--- config.mk ---
export PLATFORM = sky130hd
export DESIGN_NAME = dual_rail_rtz_driver
export DESIGN_NICKNAME = d
export VERILOG_FILES = /design/src/rtl/dr_pkg.sv /design/src/rtl/dr_sync.sv /design/src/rtl/dual_rail_rtz_driver.sv
export SDC_FILE = /design/constraint.sdc
export NUM_CORES = 1
export LEC_CHECK = 0
export CORE_ASPECT_RATIO = 0.8
export CORE_MARGIN = 3
export CORE_UTILIZATION = 56
export DETAILED_ROUTE_END_ITERATION = 8
export HOLD_SLACK_MARGIN = 0.02
export PLACE_DENSITY = 0.88
export SLEW_MARGIN = 25
export SYNTH_ARGS = -nofsm -noshare
export SYNTH_HDL_FRONTEND = slang
export SYNTH_HIERARCHICAL = 1
export SYNTH_SLANG_ARGS = --single-unit
--- constraint.sdc ---
create_clock -name clk -period 5.2 [get_ports clk]
set_input_delay 1.56 -clock clk [delete_from_list [all_inputs] [get_ports clk]]
set_output_delay 1.56 -clock clk [all_outputs]
set_load 0.05 [all_outputs]
--- src/rtl/dr_pkg.sv ---
// Shared types and constants for the dual-rail RTZ driver: FSM states,
// rail encodings and the default synchronizer depth.
package dr_pkg;

   typedef enum logic [1:0] {
      IDLE      = 2'd0,
      WAIT_ACK  = 2'd1,
      WAIT_NULL = 2'd2,
      ERR       = 2'd3
   } dr_state_e;

   // {rail1, rail0}
   localparam logic [1:0] RAIL_NULL = 2'b00;
   localparam logic [1:0] RAIL_ERR  = 2'b11;

   localparam int DR_SYNC_STAGES = 2;

endpackage

--- src/rtl/dr_sync.sv ---
// N-stage flop synchronizer for one asynchronous level, cleared to 0 by the
// asynchronous active-low reset.
module dr_sync #(
   parameter int N = 2
) (
   input  logic clk,
   input  logic rst_n,
   input  logic i_d,
   output logic o_q
);

   logic [N-1:0] r_ff;

   always_ff @(posedge clk or negedge rst_n) begin
      if (!rst_n) r_ff <= '0;
      else        r_ff <= {r_ff[N-2:0], i_d};
   end

   assign o_q = r_ff[N-1];

endmodule

--- src/rtl/dual_rail_rtz_driver.sv ---
// Clocked initiator for a dual-rail four-phase RTZ async datapath.
// Optional per-phase watchdog built when DR_TIMEOUT_EN is defined.
module dual_rail_rtz_driver
   import dr_pkg::*;
#(
   parameter int SYNC_STAGES = DR_SYNC_STAGES,
   parameter int TOKEN_CNT_W = 8,
   parameter int TIMEOUT_CYC = 1024
) (
   input  logic                   clk,
   input  logic                   rst_n,
   input  logic                   s_valid,
   input  logic                   s_bit,
   output logic                   s_ready,
   output logic                   rail0,
   output logic                   rail1,
   input  logic                   ack0,
   input  logic                   ack1,
   output logic                   r_valid,
   output logic                   r_parity,
   output logic                   busy,
   output logic                   err_protocol,
   output logic                   err_timeout,
   output logic [TOKEN_CNT_W-1:0] tok_count
);

   localparam int INIT_W = $clog2(SYNC_STAGES + 1) + 1;
   localparam int SPUR_W = $clog2(SYNC_STAGES + 2) + 1;
   localparam logic [INIT_W-1:0] INIT_DONE = INIT_W'(SYNC_STAGES);
   localparam logic [SPUR_W-1:0] SPUR_LIM  = SPUR_W'(SYNC_STAGES + 1);

   dr_state_e               r_state;
   logic [1:0]              r_rails;
   logic                    r_ready;
   logic                    r_valid_q;
   logic                    r_parity_q;
   logic                    r_err_p;
   logic [TOKEN_CNT_W-1:0]  r_tok;
   logic [INIT_W-1:0]       r_init_cnt;
   logic                    r_seen_null;
   logic [SPUR_W-1:0]       r_spur_cnt;

   logic       w_sa0, w_sa1;
   logic [1:0] w_sa;
   logic       w_null, w_init_done, w_accept, w_to_hit;

   dr_sync #(.N(SYNC_STAGES)) u_sync0 (.clk(clk), .rst_n(rst_n), .i_d(ack0), .o_q(w_sa0));
   dr_sync #(.N(SYNC_STAGES)) u_sync1 (.clk(clk), .rst_n(rst_n), .i_d(ack1), .o_q(w_sa1));

   assign w_sa        = {w_sa1, w_sa0};
   assign w_null      = (w_sa == RAIL_NULL);
   // Synchronizers read as null right after reset; trust them only once filled.
   assign w_init_done = (r_init_cnt == INIT_DONE);
   assign w_accept    = s_valid && r_ready;

`ifdef DR_TIMEOUT_EN
   localparam int TO_W = $clog2(TIMEOUT_CYC) + 1;
   logic [TO_W-1:0] r_to_cnt;
   logic            r_err_to;

   assign w_to_hit = ((r_state == WAIT_ACK) || (r_state == WAIT_NULL)) &&
                     (r_to_cnt == TO_W'(TIMEOUT_CYC - 1));

   always_ff @(posedge clk or negedge rst_n) begin
      if (!rst_n) begin
         r_to_cnt <= '0;
         r_err_to <= 1'b0;
      end else begin
         if (w_to_hit) r_err_to <= 1'b1;
         if (w_accept || ((r_state == WAIT_ACK) && (w_sa0 ^ w_sa1)))
            r_to_cnt <= '0;
         else if ((r_state == WAIT_ACK) || (r_state == WAIT_NULL))
            r_to_cnt <= r_to_cnt + 1'b1;
      end
   end

   assign err_timeout = r_err_to;
`else
   assign w_to_hit    = 1'b0;
   assign err_timeout = 1'b0;
`endif

   always_ff @(posedge clk or negedge rst_n) begin
      if (!rst_n) begin
         r_state     <= IDLE;
         r_rails     <= RAIL_NULL;
         r_ready     <= 1'b0;
         r_valid_q   <= 1'b0;
         r_parity_q  <= 1'b0;
         r_err_p     <= 1'b0;
         r_tok       <= '0;
         r_init_cnt  <= '0;
         r_seen_null <= 1'b0;
         r_spur_cnt  <= '0;
      end else begin
         r_valid_q <= 1'b0;
         if (!w_init_done) r_init_cnt <= r_init_cnt + 1'b1;
         case (r_state)
            IDLE: begin
               if (!w_init_done) begin
                  r_ready <= 1'b0;
               end else if (w_accept) begin
                  r_rails <= s_bit ? 2'b10 : 2'b01;
                  r_ready <= 1'b0;
                  r_state <= WAIT_ACK;
               end else if (w_null) begin
                  r_seen_null <= 1'b1;
                  r_spur_cnt  <= '0;
                  r_ready     <= 1'b1;
               end else begin
                  // Ack held over from before reset is waited out, not flagged.
                  r_ready <= 1'b0;
                  if (r_seen_null) begin
                     if (r_spur_cnt == SPUR_LIM) begin
                        r_err_p <= 1'b1;
                        r_state <= ERR;
                     end else begin
                        r_spur_cnt <= r_spur_cnt + 1'b1;
                     end
                  end
               end
            end
            WAIT_ACK: begin
               if (w_to_hit) begin
                  r_rails <= RAIL_NULL;
                  r_state <= ERR;
               end else if (w_sa == RAIL_ERR) begin
                  r_rails <= RAIL_NULL;
                  r_err_p <= 1'b1;
                  r_state <= ERR;
               end else if (w_sa0 ^ w_sa1) begin
                  r_parity_q <= w_sa1;
                  r_valid_q  <= 1'b1;
                  r_rails    <= RAIL_NULL;
                  r_state    <= WAIT_NULL;
               end
            end
            WAIT_NULL: begin
               if (w_to_hit) begin
                  r_state <= ERR;
               end else if ((w_sa == RAIL_ERR) || (r_parity_q ? w_sa0 : w_sa1)) begin
                  r_err_p <= 1'b1;
                  r_state <= ERR;
               end else if (w_null) begin
                  r_tok      <= r_tok + 1'b1;
                  r_spur_cnt <= '0;
                  r_state    <= IDLE;
               end
            end
            default: begin
               r_rails <= RAIL_NULL;
               r_ready <= 1'b0;
            end
         endcase
      end
   end

   assign rail0        = r_rails[0];
   assign rail1        = r_rails[1];
   assign s_ready      = r_ready;
   assign r_valid      = r_valid_q;
   assign r_parity     = r_parity_q;
   assign busy         = (r_state != IDLE);
   assign err_protocol = r_err_p;
   assign tok_count    = r_tok;

endmodule

==> results of run 1 <==
==> power by group through the flow <==
stage / sequential, W / combinational [W] / clock [W]
finish: 0.000301 / 0.000399 / 0.0000887
global route: 0.000309 / 0.000430 / 0.000101
CTS: 0.000300 / 0.000400 / 0.0000928
detailed placement: 0.000304 / 0.000400 / 0
global placement: 0.000301 / 0.000385 / 0
floorplan: 0.000378 / 0.000223 / 0
==> final cells by class <==
cell class / count / area, um^2
Inverter: 9 / 33.8
Clock inverter: 1 / 5.00
Timing Repair Buffer: 21 / 208
Clock buffer: 3 / 22.5
Sequential cell: 27 / 676
Tap cell: 34 / 42.5
Fill cell: 173 / 627
Multi-Input combinational cell: 81 / 657
==> worst reg2reg max path: stages, from the launching register on <==
cell and delay [ps]:
dfrtp_1 440, inv_1 100, ha_1 380, o221ai_1 250, a221oi_4 390, mux2_4 330
==> final timing paths <==
check | startpoint | end | slack [ps]
setup reg to reg | r_state[0]$_DFFE_PN0P_ | r_spur_cnt[2]$_DFFE_PN0P_ | 3210
hold reg to reg | u_sync0/r_ff[0]$_DFF_PN0_ | u_sync0/r_ff[1]$_DFF_PN0_ | 370
setup / recovery | r_state[0]$_DFFE_PN0P_ | busy | 1540
max in group asynchronous | rst_n | r_valid$_DFF_PN0_ | 3370
min in group asynchronous | rst_n | r_rails[0]$_DFFE_PN0P_ | 1580
hold / removal | u_sync0/r_ff[0]$_DFF_PN0_ | u_sync0/r_ff[1]$_DFF_PN0_ | 370
==> cells in the mapped netlist, drive strengths merged (2+ instances only) <==
cell type and instances:
a21oi 3, and3 2, buf 5, dfrtp 27
ha 12, inv 9, mux2 6, mux2i 3
nand2 12, nand2b 3, nand3 5, nand3b 2
nand4 3, nor2b 3, nor3 2, o21ai 4
xnor2 8
==> kinds of logic after synthesis <==
group / Yosys count
other: 1
AND/OR/NAND/NOR: 35
XOR/XNOR: 8
AO/OA/AOI/OAI: 16
flip-flops: 27
multiplexers: 9
adder cells (fa/ha/maj): 12
buffers and inverters: 14
==> metal layers <==
layer,global-route usage,up-vias,share of wire
met1,0.227,452,0.48
met4,0.0318,0,0.0051
li1,-,463,-
met5,0,-,0
met2,0.274,28,0.47
met3,0.0530,2,0.051
==> per-stage QoR <==
| stage | power, W | instance area [um^2] |
|---|---|---|
| 2_1_floorplan | 0.000601 | 1410 |
| 3_3_place_gp | 0.000685 | 1620 |
| 3_5_place_dp | 0.000704 | 1620 |
| 4_1_cts | 0.000793 | 1640 |
| 5_1_grt | 0.000840 | 1640 |
| 6_report | 0.000789 | 1640 |
==> registers in the layout, indices dropped and copies added, names as in the netlist <==
signal	count
r_init_cnt	3
r_valid	1
r_seen_null	1
u_sync1/r_ff	2
r_parity	1
r_state	2
s_ready	1
u_sync0/r_ff	2
tok_count	8
r_rails	2
err_protocol	1
r_spur_cnt	3
==> summary.md, run 1 <==
| Metric | Value |
|---|---|
| Worst slew pin tran | `510 ps` |
| Final Wtd Congestion | `0.855` |
| H-tree depth | `1` |
| Die width | `62.1 um` |
| Clock sink total | `27` |
| Adder-Cell Fraction of Synth Area | `0.107` |
| DRT Pass-1 Iters | `4` |
| Main combinational cell family by area after synthesis | `simple AND/OR/NAND/NOR gates` |
| CTS tree | `yes` |
| Yosys cell types | `39` |
| Setup_tns | `0 ps` |
| Most common cell after layout, fill and taps aside | `dfrtp_1` |
| Slew Limit Fails | `0` |
| Post-cts repair resize count | `0` |
| LEAKAGE | `0.716 nW` |
| Area delta synth->final | `16.7%` |
| Simple-gate share of the synthesized area | `0.141` |
| Post-DP HPWL | `1790 um` |
| Net Sw Power | `0.000340 W` |
| Finish-stage setup viols | `0` |
| Number of synthesis warnings | `6` |
| Unrepaired setup endpoints after global routing | `no` |
| DR vias | `945` |
| N_diodes | `0` |
| Synth Area in Compound Gates | `0.0888` |
| Cts-stage hold buffer count | `0` |
| Std cell rows | `15` |
| Register bit count reported by yosys | `27` |
| Worst setup path class | `flop to output pin` |
| P per Cell Area | `480 nW/um^2` |
| Leading cell types in the layout, fill and taps excluded | `27 x dfrtp_1, 20 x clkdlybuf4s50_1, 12 x ha_1` |
| Syn Nets | `140` |
| Post-synth ARST share | `1.00` |
| Post-synth EDFFs | `0` |
| Maxcap violations | `0` |
| Post-synthesis mux area share | `0.0773` |
| Sequential power share | `0.381` |
| Max Root-Sink Buffers | `2` |
| Largest fanout on the critical path | `9` |
| CTS buffer count | `3` |
| Combinational share of power | `0.506` |
| Worst skew pair latency | `320 ps` |
| Worst path depth | `4` |
| Pin count of the biggest net entering global routing | `28` |
| Main synth FF type | `dfrtp_1` |
| DP Worst Slack | `1920 ps` |
| Status | `complete, no violations` |
| Min Tclk post-route | `3660 ps` |
| Core area | `2270 um^2` |
| Worst slew margin | `0.659` |
| Die Y | `50.9 um` |
| Final hold slack | `374 ps` |
| Fin. Hold Viols | `0` |
| CP delay by family, top | `buffers and inverters` |
| CP bufs+invs | `3` |
| Layout Utilization | `0.724` |
| Switching Share | `0.431` |
| Area contributors post-synth | `dfrtp_1 48%, ha_1 11%, xnor2_1 5.0%, mux2_4 3.2%, nand2_1 2.7%` |
| Routed wire length | `2360 um` |
| Worst path arrival time | `2100 ps` |
| Total Die Area | `3160 um^2` |
| Share of the synthesized area in the top cell type | `0.480` |
| Startpoint Class | `flop` |
| Initial antenna violation count | `0` |
| Register-to-Register Path Depth | `5` |
| Critical-path cell list | `inv_1 > ha_1 > inv_2 > clkdlybuf4s50_1` |
| Final cycle utilization of the critical path | `0.705` |
| Final Net Count | `161` |
| Number of DRC markers in iteration 0 | `33` |
| Port-buffer cells | `20` |
| Worst hold path type | `flop to flop` |
| Final global-route overflow total | `0` |
| First-pass GRT wire length | `3930 um` |
| Worst path required time | `3640 ps` |
| I/O pins | `22` |
| Post-synthesis xor/xnor area fraction | `0.0497` |
| Critical Path End Type | `output pin` |
| Fmax | `273 MHz` |
| Vias in the first global route | `885` |
| Setup ws final | `1540 ps` |
| Placed cell count | `172` |
| Post-CTS Setup Inserts | `0` |
| GRT Overall Usage | `0.171` |
| Layout cells sized above 1 | `0.113` |
| Syn Area/Cell | `11.5 um^2` |
| Clock transition at path regs | `140 ps` |
| Peak VDD IR | `298 uV` |
| Routed len/inst | `13.4 um` |
| Post-synth top area cell | `dfrtp_1` |
| Hold Path Stages | `0` |
| Initial Util | `0.620` |
| Vias per std cell | `5.37` |
| DRC viols | `0` |
| Slowest stage cell, crit path | `clkdlybuf4s50_1` |
| Worst Skew | `2.40 ps` |
| Seq/Total Area, Yosys | `0.480` |
| Cell Area, Synth | `1410 um^2` |
| Synth Instances | `122` |
| Non-Filler Instances | `176` |
| Slowest cell delay on critical path | `810 ps` |
| Clock Power Share | `0.112` |
| Detail Route Antenna Nets | `0` |
| Clock root buffer | `clkbuf_4` |
| Internal power | `0.000449 W` |
No activity file was read; power rests on OpenSTA's default activity.
==> run 2: changes to the inputs <==
--- a/config.mk
+++ b/config.mk
@@ -7,10 +7,10 @@
 export LEC_CHECK = 0
 export CORE_ASPECT_RATIO = 0.8
 export CORE_MARGIN = 3
-export CORE_UTILIZATION = 56
+export CORE_UTILIZATION = 47
 export DETAILED_ROUTE_END_ITERATION = 8
 export HOLD_SLACK_MARGIN = 0.02
-export PLACE_DENSITY = 0.88
+export PLACE_DENSITY = 0.79
 export SLEW_MARGIN = 25
 export SYNTH_ARGS = -nofsm -noshare
 export SYNTH_HDL_FRONTEND = slang
==> constraint.sdc (replaced) <==
create_clock -name clk -period 3.3 [get_ports clk]
set_input_delay 0.99 -clock clk [delete_from_list [all_inputs] [get_ports clk]]
set_output_delay 0.99 -clock clk [all_outputs]
set_load 0.05 [all_outputs]
==> summary.md, run 2 (synthesis results as in run 1) <==
| Metric | Value |
|---|---|
| Slowest cell delay on critical path | `810 ps (about the same)` |
| Peak VDD IR | `362 uV (+21%)` |
| GRT Overall Usage | `0.149 (-0.0218)` |
| H-tree depth | `1 (unchanged)` |
| Routed len/inst | `13.2 um (-1.5%)` |
| Number of DRC markers in iteration 0 | `45 (+36%)` |
| Die width | `67.2 um (+8.3%)` |
| Setup_tns | `0 ps (unchanged)` |
| Critical-path cell list | `inv_1 > ha_1 > inv_2 > clkdlybuf4s50_1` |
| DRT Pass-1 Iters | `4 (unchanged)` |
| Detail Route Antenna Nets | `0 (unchanged)` |
| Tot Pwr | `0.00129 W (+63%)` |
| Clock transition at path regs | `80 ps (-60 ps)` |
| Leading cell types in the layout, fill and taps excluded | `27 x dfrtp_1, 20 x clkdlybuf4s50_1, 12 x ha_1` |
| Cts-stage hold buffer count | `0 (unchanged)` |
| P per Cell Area | `770 nW/um^2 (+61%)` |
| Min Tclk post-route | `3000 ps` |
| Max reg flops | `8 (unchanged)` |
| Worst path required time | `2310 ps (-1330 ps)` |
| Status | `complete, no violations` |
| Vias in the first global route | `956 (+8.0%)` |
| Vias per std cell | `5.26 (-2.0%)` |
| Routed wire length | `2370 um (+0.72%)` |
| Most common cell after layout, fill and taps aside | `dfrtp_1` |
| Max Root-Sink Buffers | `2 (unchanged)` |
| Initial antenna violation count | `0 (unchanged)` |
| Clock root buffer | `clkbuf_8` |
| Fmax | `333 MHz` |
| Core area | `2810 um^2 (+24%)` |
| Pin count of the biggest net entering global routing | `28 (unchanged)` |
| Final Wtd Congestion | `0.839 (-1.9%)` |
| DRC viols | `0 (unchanged)` |
| Worst path arrival time | `2010 ps (-90 ps)` |
| DR vias | `947 (+0.21%)` |
| CTS tree | `yes` |
| Fin. Hold Viols | `0 (unchanged)` |
| CTS buffer count | `3 (unchanged)` |
| Slowest stage cell, crit path | `clkdlybuf4s50_1` |
| Unrepaired setup endpoints after global routing | `no` |
| First-pass GRT wire length | `4210 um (+7.0%)` |
| Hold path start | `u_sync1/r_ff[0]$_DFF_PN0_` |
| Area delta synth->final | `18.6%` |
| Post-CTS Setup Inserts | `0 (unchanged)` |
| Port-buffer cells | `20 (unchanged)` |
| Clock sink total | `27 (unchanged)` |
| Worst setup path class | `flop to output pin` |
| Worst r2r src | `r_state[1]$_DFFE_PN0P_` |
| Maxcap violations | `0 (unchanged)` |
| I/O pins | `22 (unchanged)` |
| Total Die Area | `3690 um^2 (+17%)` |
| Startpoint Class | `flop` |
| Layout fillers | `244 (+41%)` |
| N_diodes | `0 (unchanged)` |
| CP startpoint | `r_state[0]$_DFFE_PN0P_` |
| LEAKAGE | `0.720 nW (+0.56%)` |
| Worst hold path type | `flop to flop` |
| Worst slew margin | `0.664 (+0.00496)` |
| Layout cells sized above 1 | `0.113 (unchanged)` |
| Finish-stage setup viols | `0 (unchanged)` |
| Final global-route overflow total | `0 (unchanged)` |
| Post-DP HPWL | `1870 um (+4.1%)` |
| Critical Path End Type | `output pin` |
| Final cycle utilization of the critical path | `0.909` |
| CP delay by family, top | `buffers and inverters` |
| Post-cts repair resize count | `0 (unchanged)` |
| Worst skew pair latency | `270 ps (-50 ps)` |
| Worst slew pin tran | `503 ps (-7.42 ps)` |
| Worst Skew | `11.4 ps (+9.01 ps)` |
| Final Net Count | `161 (unchanged)` |
| CP bufs+invs | `3 (unchanged)` |
| Std cell rows | `17 (+2)` |
| Slew Limit Fails | `0 (unchanged)` |
| Die Y | `55.0 um (+8.1%)` |
| Largest fanout on the critical path | `9 (unchanged)` |
| Initial Util | `0.502 (-0.119)` |
==> run 2: changes by cell type in the layout (fill, tap and decap cells not counted), sizes merged <==
cell and change:
clkinv -1, clkinvlp +1
==> run 2: final timing paths <==
kind	end	slack (ps)	cells after the start
hold / removal	u_sync1/r_ff[1]$_DFF_PN0_	360	0
max in group asynchronous	r_parity$_DFFE_PN0P_	1970	2
min in group asynchronous	tok_count[6]$_DFFE_PN0P_	1070	2
hold reg to reg	u_sync1/r_ff[1]$_DFF_PN0_	360	0
setup reg to reg	r_spur_cnt[1]$_DFFE_PN0P_	1310	5
setup / recovery	busy	300	4
==> run 2: per-layer routing <==
metal,wire length [um],global-route usage,share of wire
met1,1070,0.196,0.45
met2,1210,0.258,0.51
met3,88,0.0364,0.037
met4,5,0.0202,0.0021
met5,0,0,0
==> run 2: cell type report <==
| class | count | area (um^2) | area share |
|---|---|---|---|
| Clock inverter | 1 | 7.51 | 0.00449 |
| Inverter | 9 | 33.8 | 0.0202 |
| Clock buffer | 3 | 41.3 | 0.0247 |
| Timing Repair Buffer | 21 | 208 | 0.124 |
| Sequential cell | 27 | 676 | 0.404 |
| Multi-Input combinational cell | 81 | 657 | 0.393 |
| Tap cell | 38 | 47.5 | 0.0285 |
==> run 2: where the power goes <==
part	total (W)	internal, W	switching (W)
sequential	0.000473	0.000404	0.0000696
combinational	0.000627	0.000257	0.000370
clock	0.000186	0.0000856	0.000100
==> run 2: metrics by stage <==
stage                     setup slack [ps]  hold WS (ps)  instances  cell area [um^2]  utilization
final                                  299           362        180              1670        0.595
after global placement                 648           333        176              1620        0.578
after CTS                              301           360        180              1670        0.595
after detailed placement               602           340        176              1620        0.578
after global routing                   216           375        180              1670        0.595
after floorplan                       1320           331        122              1410            -
==> run 2: worst reg2reg max path: cells and delay by family, from the launching register on <==
| family | cells | cell delay [ps] |
|---|---|---|
| AOI/OAI and AO/OA | 2 | 640 |
| DFF | 1 | 410 |
| muxes | 1 | 330 |
| buffers and inverters | 1 | 120 |
| adders and majority gates | 1 | 400 |
